===== config.mk =====
export PLATFORM = sky130hd
export DESIGN_NAME = mem_access_unit
export DESIGN_NICKNAME = d
export VERILOG_FILES = /design/src/rtl/mem_pkg.sv /design/src/rtl/mem_load_format.sv /design/src/rtl/mem_access_unit.sv
export SDC_FILE = /design/constraint.sdc
export NUM_CORES = 1
export LEC_CHECK = 0
export ABC_AREA = 1
export CORE_MARGIN = 10
export CORE_UTILIZATION = 36
export DETAILED_ROUTE_END_ITERATION = 16
export PLACE_DENSITY = 0.71
export RECOVER_POWER = 25
export SLEW_MARGIN = 0
export SYNTH_ARGS = -nofsm -noshare
export SYNTH_HDL_FRONTEND = slang
export SYNTH_SLANG_ARGS = --single-unit

===== constraint.sdc =====
create_clock -name I_clk -period 3.2 [get_ports I_clk]
set_clock_uncertainty 0.15 [all_clocks]
set_input_delay 0.48 -clock I_clk [delete_from_list [all_inputs] [get_ports I_clk]]
set_output_delay 0.48 -clock I_clk [all_outputs]
set_load 0.1 [all_outputs]

===== src/rtl/mem_pkg.sv =====
// Shared memory-side definitions: size encodings, address limit, access-unit
// FSM encoding and the latched request control fields.
package mem_pkg;

    localparam int unsigned MEM_ADDR_W     = 16;
    localparam int unsigned MEM_DATA_W     = 16;
    localparam int unsigned MEM_ADDR_LIMIT = 2048;

    localparam logic [1:0] MEM_SIZE_BYTE = 2'd1;
    localparam logic [1:0] MEM_SIZE_WORD = 2'd2;

    typedef enum logic [1:0] {
        ST_IDLE  = 2'd0,
        ST_ISSUE = 2'd1,
        ST_WAIT  = 2'd2,
        ST_RESP  = 2'd3
    } mem_state_e;

    // Request fields still needed after the RAM command has been issued
    typedef struct packed {
        logic       write;
        logic [1:0] size;
        logic       sign;
    } mem_ctl_t;

endpackage


===== src/rtl/mem_load_format.sv =====
// Size/sign formatting of raw RAM read data.
//   size      : MEM_SIZE_BYTE or MEM_SIZE_WORD
//   is_signed : sign-extend byte loads
//   raw       : RAM read data
//   data_c    : formatted load data (combinational)
module mem_load_format
    import mem_pkg::*;
(
    input  logic [1:0]            size,
    input  logic                  is_signed,
    input  logic [MEM_DATA_W-1:0] raw,
    output logic [MEM_DATA_W-1:0] data_c
);

    always_comb begin
        data_c = raw;
        if (size == MEM_SIZE_BYTE) begin
            data_c = is_signed ? {{8{raw[7]}}, raw[7:0]} : {8'h00, raw[7:0]};
        end
    end

endmodule


===== src/rtl/mem_access_unit.sv =====
// Single-outstanding load/store unit between the CPU datapath and the ram.
// Request side : I_req_valid/O_req_ready handshake, write/size/signed/addr/wdata.
// Response side: O_rsp_valid/I_rsp_ready handshake, O_rsp_data, O_rsp_err.
// RAM side     : O_ram_enable/write/size/addr/data_in, I_ram_data_out (registered).
// Illegal requests are answered with O_rsp_err and never touch the RAM.
module mem_access_unit
    import mem_pkg::*;
#(
    parameter int unsigned ADDR_LIMIT = MEM_ADDR_LIMIT
)
(
    input  logic                  I_clk,
    input  logic                  I_reset_n,
    input  logic                  I_req_valid,
    output logic                  O_req_ready,
    input  logic                  I_req_write,
    input  logic [1:0]            I_req_size,
    input  logic                  I_req_signed,
    input  logic [MEM_ADDR_W-1:0] I_req_addr,
    input  logic [MEM_DATA_W-1:0] I_req_wdata,
    output logic                  O_rsp_valid,
    input  logic                  I_rsp_ready,
    output logic [MEM_DATA_W-1:0] O_rsp_data,
    output logic                  O_rsp_err,
    output logic                  O_ram_enable,
    output logic                  O_ram_write,
    output logic [1:0]            O_ram_size,
    output logic [MEM_ADDR_W-1:0] O_ram_addr,
    output logic [MEM_DATA_W-1:0] O_ram_data_in,
    input  logic [MEM_DATA_W-1:0] I_ram_data_out
);

    // One extra bit so a limit of 2**MEM_ADDR_W still compares correctly
    localparam logic [MEM_ADDR_W:0] LIMIT = (MEM_ADDR_W+1)'(ADDR_LIMIT);

    mem_state_e            state_q;
    mem_ctl_t              ctl_q;
    logic                  err_q;
    logic                  req_err_c;
    logic [MEM_ADDR_W:0]   addr_ext_c;
    logic [MEM_DATA_W-1:0] load_data_c;

    // Range / size legality of the incoming request
    always_comb begin
        addr_ext_c = {1'b0, I_req_addr};
        req_err_c  = 1'b0;
        if ((I_req_size != MEM_SIZE_BYTE) && (I_req_size != MEM_SIZE_WORD)) begin
            req_err_c = 1'b1;
        end
        if (addr_ext_c >= LIMIT) begin
            req_err_c = 1'b1;
        end
        if ((I_req_size == MEM_SIZE_WORD) && (addr_ext_c == (LIMIT - (MEM_ADDR_W+1)'(1)))) begin
            req_err_c = 1'b1;
        end
    end

    mem_load_format u_fmt (
        .size      (ctl_q.size),
        .is_signed (ctl_q.sign),
        .raw       (I_ram_data_out),
        .data_c    (load_data_c)
    );

    // Request/response FSM; every output is a register
    always_ff @(posedge I_clk or negedge I_reset_n) begin
        if (!I_reset_n) begin
            state_q       <= ST_IDLE;
            ctl_q         <= '0;
            err_q         <= 1'b0;
            O_req_ready   <= 1'b0;
            O_rsp_valid   <= 1'b0;
            O_rsp_data    <= '0;
            O_rsp_err     <= 1'b0;
            O_ram_enable  <= 1'b0;
            O_ram_write   <= 1'b0;
            O_ram_size    <= '0;
            O_ram_addr    <= '0;
            O_ram_data_in <= '0;
        end else begin
            case (state_q)
                ST_IDLE: begin
                    O_req_ready <= 1'b1;
                    if (I_req_valid && O_req_ready) begin
                        O_req_ready <= 1'b0;
                        ctl_q       <= '{write: I_req_write, size: I_req_size, sign: I_req_signed};
                        if (req_err_c) begin
                            err_q   <= 1'b1;
                            state_q <= ST_RESP;
                        end else begin
                            O_ram_enable  <= 1'b1;
                            O_ram_write   <= I_req_write;
                            O_ram_size    <= I_req_size;
                            O_ram_addr    <= I_req_addr;
                            O_ram_data_in <= !I_req_write ? '0 :
                                             (I_req_size == MEM_SIZE_WORD) ? I_req_wdata :
                                             {8'h00, I_req_wdata[7:0]};
                            state_q       <= ST_ISSUE;
                        end
                    end
                end
                ST_ISSUE: begin
                    O_ram_enable  <= 1'b0;
                    O_ram_write   <= 1'b0;
                    O_ram_size    <= '0;
                    O_ram_addr    <= '0;
                    O_ram_data_in <= '0;
                    if (ctl_q.write) begin
                        O_rsp_valid <= 1'b1;
                        state_q     <= ST_RESP;
                    end else begin
                        state_q     <= ST_WAIT;
                    end
                end
                ST_WAIT: begin
                    O_rsp_data  <= load_data_c;
                    O_rsp_valid <= 1'b1;
                    state_q     <= ST_RESP;
                end
                ST_RESP: begin
                    // Error path arrives here without valid set; raise it one cycle later
                    if (!O_rsp_valid) begin
                        O_rsp_valid <= 1'b1;
                        O_rsp_err   <= err_q;
                    end else if (I_rsp_ready) begin
                        O_rsp_valid <= 1'b0;
                        O_rsp_data  <= '0;
                        O_rsp_err   <= 1'b0;
                        err_q       <= 1'b0;
                        O_req_ready <= 1'b1;
                        state_q     <= ST_IDLE;
                    end
                end
                default: state_q <= ST_IDLE;
            endcase
        end
    end

endmodule


-- Word-level counts from Yosys, hierarchy flattened
Index checks and enable logic that the tools add are counted.
- magnitude comparators: 1
- eq/ne operators: 15
- muxes and demuxes: 45
- reductions and logical operators: 16
- operators by type and width (kind ; count):
    two-way mux 16 bit ; 10
    case mux 16 bit (2 select lines) ; 3
    two-way mux 1 bit ; 19
    == test 16 x 11 -> 1 bit (second input constant) ; 1
    greater-or-equal comparator 16 x 12 -> 1 bit (second input constant) ; 1
    != test 2 bit (second input constant) ; 7
    two-way mux 2 bit ; 6
    AND reduction 3 bit ; 4
    case mux 1 bit (2 select lines) ; 4
    case mux 2 bit (4 select lines) ; 1
    == test 2 bit (second input constant) ; 3
    AND reduction 2 bit ; 3
    nonzero test 2 bit ; 3
    AND reduction 5 bit ; 1
    == test 2 x 1 -> 1 bit (second input constant) ; 2
    != test 2 x 1 -> 1 bit (second input constant) ; 2
    case mux 2 bit (2 select lines) ; 1
    logical AND 1 bit ; 3
    case mux 1 bit (3 select lines) ; 1
    nonzero test 3 bit ; 1
    logical NOT 2 bit ; 1
- bits in registers: 62
- bits of input ports: 56
- output and inout bits: 55
- logic and storage cells: 91

-- Longest topological paths before layout
- word-level depth: 8
- gate-level depth with buffers: 11
- depth with buffers taken out: 10

-- By module
From an unflattened synthesis, not the netlist that was laid out.
- cell total of the unflattened synthesis: 368
- area total of the unflattened synthesis: 2982.9 µm²
- by module, submodules not included (module ; times used ; cells each ; area each (µm²) ; seq. area each (µm²)):
    mem_access_unit ; 1 ; 337 ; 2829.0 ; 1551.5
    mem_load_format ; 1 ; 31 ; 153.9 ; 0.0

-- Worst setup path before layout
OpenSTA, ideal clock, no wires.
- kind: register -> register
- start: register O_req_ready
- end: register O_ram_addr[10]
- library setup time: 121 ps
- arrival: 1916 ps
- required time: 2929 ps
- setup slack: 1013 ps
- stages on the path, launching flop included: 7
- buffers on the path: 1
- clock period less this slack: 2187 ps
- cells stage by stage: dfrtp_1 nand2_1 nor2_8 nand3_4 buf_2 nand3_1 nand2_1
- cells in the longest elaborated chain, start to end: 3
- ends and longest elaborated chain (item ; RTL line ; RTL):
    start, declared ; mem_access_unit.sv:15 ; output logic O_req_ready,
    start signal, assigned ; mem_access_unit.sv:71 ; O_req_ready <= 1'b0;
    start signal, assigned ; mem_access_unit.sv:83 ; O_req_ready <= 1'b1;
    start signal, assigned ; mem_access_unit.sv:85 ; O_req_ready <= 1'b0;
    logical AND 1 bit ; mem_access_unit.sv:84 ; if (I_req_valid && O_req_ready) begin
    != test 2 bit (no source line) ; - ;
    AND reduction 3 bit (no source line) ; - ;
    end signal, assigned ; mem_access_unit.sv:94 ; O_ram_addr <= I_req_addr;
    end, declared ; mem_access_unit.sv:28 ; output logic [MEM_ADDR_W-1:0] O_ram_addr,
No other way between the ends.
A chain may end at the register's enable or synchronous reset.

-- Final worst setup path
- start: input I_req_size[0]
- end: register O_ram_data_in[4]
- cells in the longest elaborated chain, start to end: 7
- elaborated cells between the ends (all ways): 10
- those cells by class: 4 x eq/ne; 3 x mux; 3 x reduce/logical
- ends and longest elaborated chain (item ; RTL line ; RTL):
    start, declared ; mem_access_unit.sv:17 ; input logic [1:0] I_req_size,
    != test 2 x 1 -> 1 bit or != test 2 bit (tied branches) ; mem_access_unit.sv:47 ; if ((I_req_size != MEM_SIZE_BYTE) && (I_req_size != MEM_SIZE_WORD)) begin
    logical AND 1 bit ; mem_access_unit.sv:47 ;
    two-way mux 1 bit ; mem_access_unit.sv:47 ;
    two-way mux 1 bit ; mem_access_unit.sv:50 ; if (addr_ext_c >= LIMIT) begin
    two-way mux 1 bit (*) ; mem_access_unit.sv:53 ; if ((I_req_size == MEM_SIZE_WORD) && (addr_ext_c == (LIMIT - (MEM_ADDR_W+1)'(1)))) begin
    != test 2 bit (no source line) (*) ; - ;
    AND reduction 3 bit (no source line) (*) ; - ;
    end signal, assigned ; mem_access_unit.sv:95 ; O_ram_data_in <= !I_req_write ? '0 :
    end, declared ; mem_access_unit.sv:29 ; output logic [MEM_DATA_W-1:0] O_ram_data_in,
Mark *: on every way between the ends. The rest lies on a longest branch, timed or not.

==> qor.csv <==
metric,value,unit
worst setup path class,in2reg,
Routed WL,8.79,mm
number of inserted filler cells in the final layout,740,
number of library cell types mapped by synthesis,22,
Fmax achieved,404,MHz
final RePlAce weighted congestion,0.836,
Clk Tree Root Cell,clkbuf_8,
post-CTS setup buffers,0,
number of antenna violations at the first check in global routing,0,
setup repair after global routing missed its margin,no,
crit path launch,I_req_size[0],
most common library cells after synthesis,"90 x nand2_1, 67 x nand3_1, 62 x dfrtp_1",
final total power,4.49,mW
Layout Area Growth over Synthesis,43.0,%
part of the Yosys area used for sequential elements,0.535,
Synth Area per Inst,8.53,um2
Synth Flop Type,dfrtp_1,
share of the core filled with cells,0.534,
source-to-sink clock delay at the later pin of the worst-skew pair,0.34,ns
post-synthesis async set-or-reset flop share,1.00,
hold crit path type,reg2reg,
worst-case setup slack after placement,0.365,ns
die footprint,12000,um2
share of layout cells above drive strength 1,0.205,
maximum number of pins on one net before global-route repair,33,
summed negative setup slack over all endpoints,0,ns
Startpoint Class,primary input,
capturing element type of the critical path,flip-flop,
total number of nets in the final design,510,
global-route wire length before repair,14.0,mm
violations in the final reports,"max-capacitance violations, max-slew violations",
horizontal die dimension,110,um
via count,2628,
number of sinks on the clock net,62,
Non-Filler Instances,555,
R2R setup slack,0.91,ns
Setup WS post-layout,0.724,ns
number of buffer cells added on primary ports,110,
DRC violations left,0,
# setup viols final,0,
DR pass1 iterations,4,
Synth Cell Area,2900,um2
Worst Reg2Reg Path Length in Cells,8,
critical path peak fanout,23,
Tcrit/Tclk final,0.774,
antenna cells,0,
via count of the first global-routing pass,2674,
total power per unit cell area,1080,nW/um2
outcome,"complete, but fails checks",
total clock buffers created by CTS,9,
WP data arrival,2.61,ns
half-perimeter wire length after detailed placement,6.67,mm
area of the multi-input gates,1180,um2
"antenna viol nets, final",0,
number of ports placed on the die boundary,111,
wire length per cell,15.8,um
worst-case clock buffer depth,2,
Final min period,2.48,ns
gate count of the mapped netlist,340,
most common cell in the netlist,nand2_1,
number of buffers inserted for hold repair after clock tree synthesis,0,
final-layout worst hold slack,0.342,ns
capturing instance or port of the critical path,O_ram_data_in[4],
worst flop-to-flop path startpoint,state_q[0],
max-cap violation count,1,
top cell type by total area after synthesis,dfrtp_1,
Post-Syn Nets,402,
final-report hold violation count,0,
number of enable-type register cells in the synthesized netlist,0,
measured slew at the worst slew-check pin,1.65,ns
Core Area,7770,um2
post-CTS clock slew at the launch and capture registers of the worst setup and hold paths,0.07,ns
"Slew Viols, Final",32,
most area-consuming cells after synthesis,"dfrtp_1 53%, nand2_1 12%, nand3_1 12%",
top cell type's share of synthesized area,0.535,
cell leakage power,2.14,nW
Peak VDD IR,0.422,mV
post-place instance area,3920,um2
initial detailed-routing violation count,127,
# H-tree levels,3,
number of core rows,32,
Die Y,110,um
required time at the worst-slack endpoint,3.34,ns
Finished Cell Area,4150,um2
Seq cells post-synth,62,
post-DR vias/cell,4.74,
worst rel slew slack,-0.102,
reg-to-reg endpoint,O_ram_data_in[4],
number of instances in the placed design,539,
number of gates resized after CTS,0,
GRT Overall Usage,0.149,
starting density of the core,0.373,
number of synthesis warnings,0,
residual overflow from global routing,0,
clock tree from TritonCTS,done,
area taken by flip-flops and latches,1550,um2
-- cells in the final DEF, fill, tap and decap left out, drive strengths merged --
| master | n |
|---|---|
| clkdlybuf4s50 | 54 |
| nand2 | 102 |
| nand3 | 69 |
| bufinv | 3 |
| or2 | 2 |
| buf | 59 |
| ha | 6 |
| dfrtp | 62 |
| nor2 | 40 |
| a21oi | 5 |
| clkinv | 1 |
| inv | 17 |
| o21ai | 16 |
| clkbuf | 14 |
| o22ai | 2 |
| mux2 | 1 |
-- registers in the layout (all words and copies together), names as in the netlist, 2 cells and up --
name           cells
O_ram_addr        16
O_ram_data_in     16
O_rsp_data        16
ctl_q              4
O_ram_size         2
state_q            2
-- report_power, final --
part	internal [mW]	total, mW	switching, mW
combinational	0.536	2.53	1.99
clock	0.517	0.812	0.295
sequential	1.01	1.15	0.136
-- routing by layer --
metal | part of all wire | wire length, um | global-route usage | up-vias
met5 | 0 | 0 | 0 | -
met4 | 0.019 | 163 | 0.0604 | 0
met3 | 0.060 | 531 | 0.0380 | 13
met2 | 0.53 | 4680 | 0.257 | 71
met1 | 0.39 | 3420 | 0.174 | 1233
li1 | - | - | - | 1311
-- final cells by class --
type,count,area share
clock buffers,12,0.0326
clock inverters,4,0.0229
inverters,17,0.0154
multi-input cells,243,0.285
flip-flops and latches,62,0.374
well taps,102,0.0308
repair buffers,115,0.239
-- worst max-delay path, cell delays in order --
cell,delay [ns]
clkdlybuf4s50_1,0.52
inv_1,0.09
ha_1,0.29
nor2_1,0.10
nand2_1,0.10
nor2_4,0.13
nand3_4,0.27
nand2_2,0.43
nand2_1,0.11
nand2_1,0.08
-- worst min path at each step --
stage | endpoint | slack [ns] | cells past startpoint | start
global placement | ctl_q[0] | 0.33 | 2 | ctl_q[0]
floorplan | O_ram_addr[0] | 0.03 | 0 | I_reset_n
finish | O_ram_addr[13] | 0.34 | 2 | O_ram_addr[13]
global route | O_ram_addr[14] | 0.37 | 2 | O_ram_addr[14]
CTS | O_ram_data_in[7] | 0.04 | 1 | I_reset_n
detailed placement | ctl_q[1] | 0.33 | 2 | ctl_q[1]
-- logic make-up (layout without fill, tap and decap cells) --
group | count (synthesis) | count (layout) | share of synthesized area
and+or+nand+nor | 213 | 213 | 0.337
DFF | 62 | 62 | 0.535
buffers and inverters | 35 | 148 | 0.0574
AOI/OAI and AO/OA | 23 | 23 | 0.0405
adders and majority gates | 6 | 6 | 0.0259
muxes | 1 | 1 | 0.00388
No activity file was read; power rests on OpenSTA's default activity.
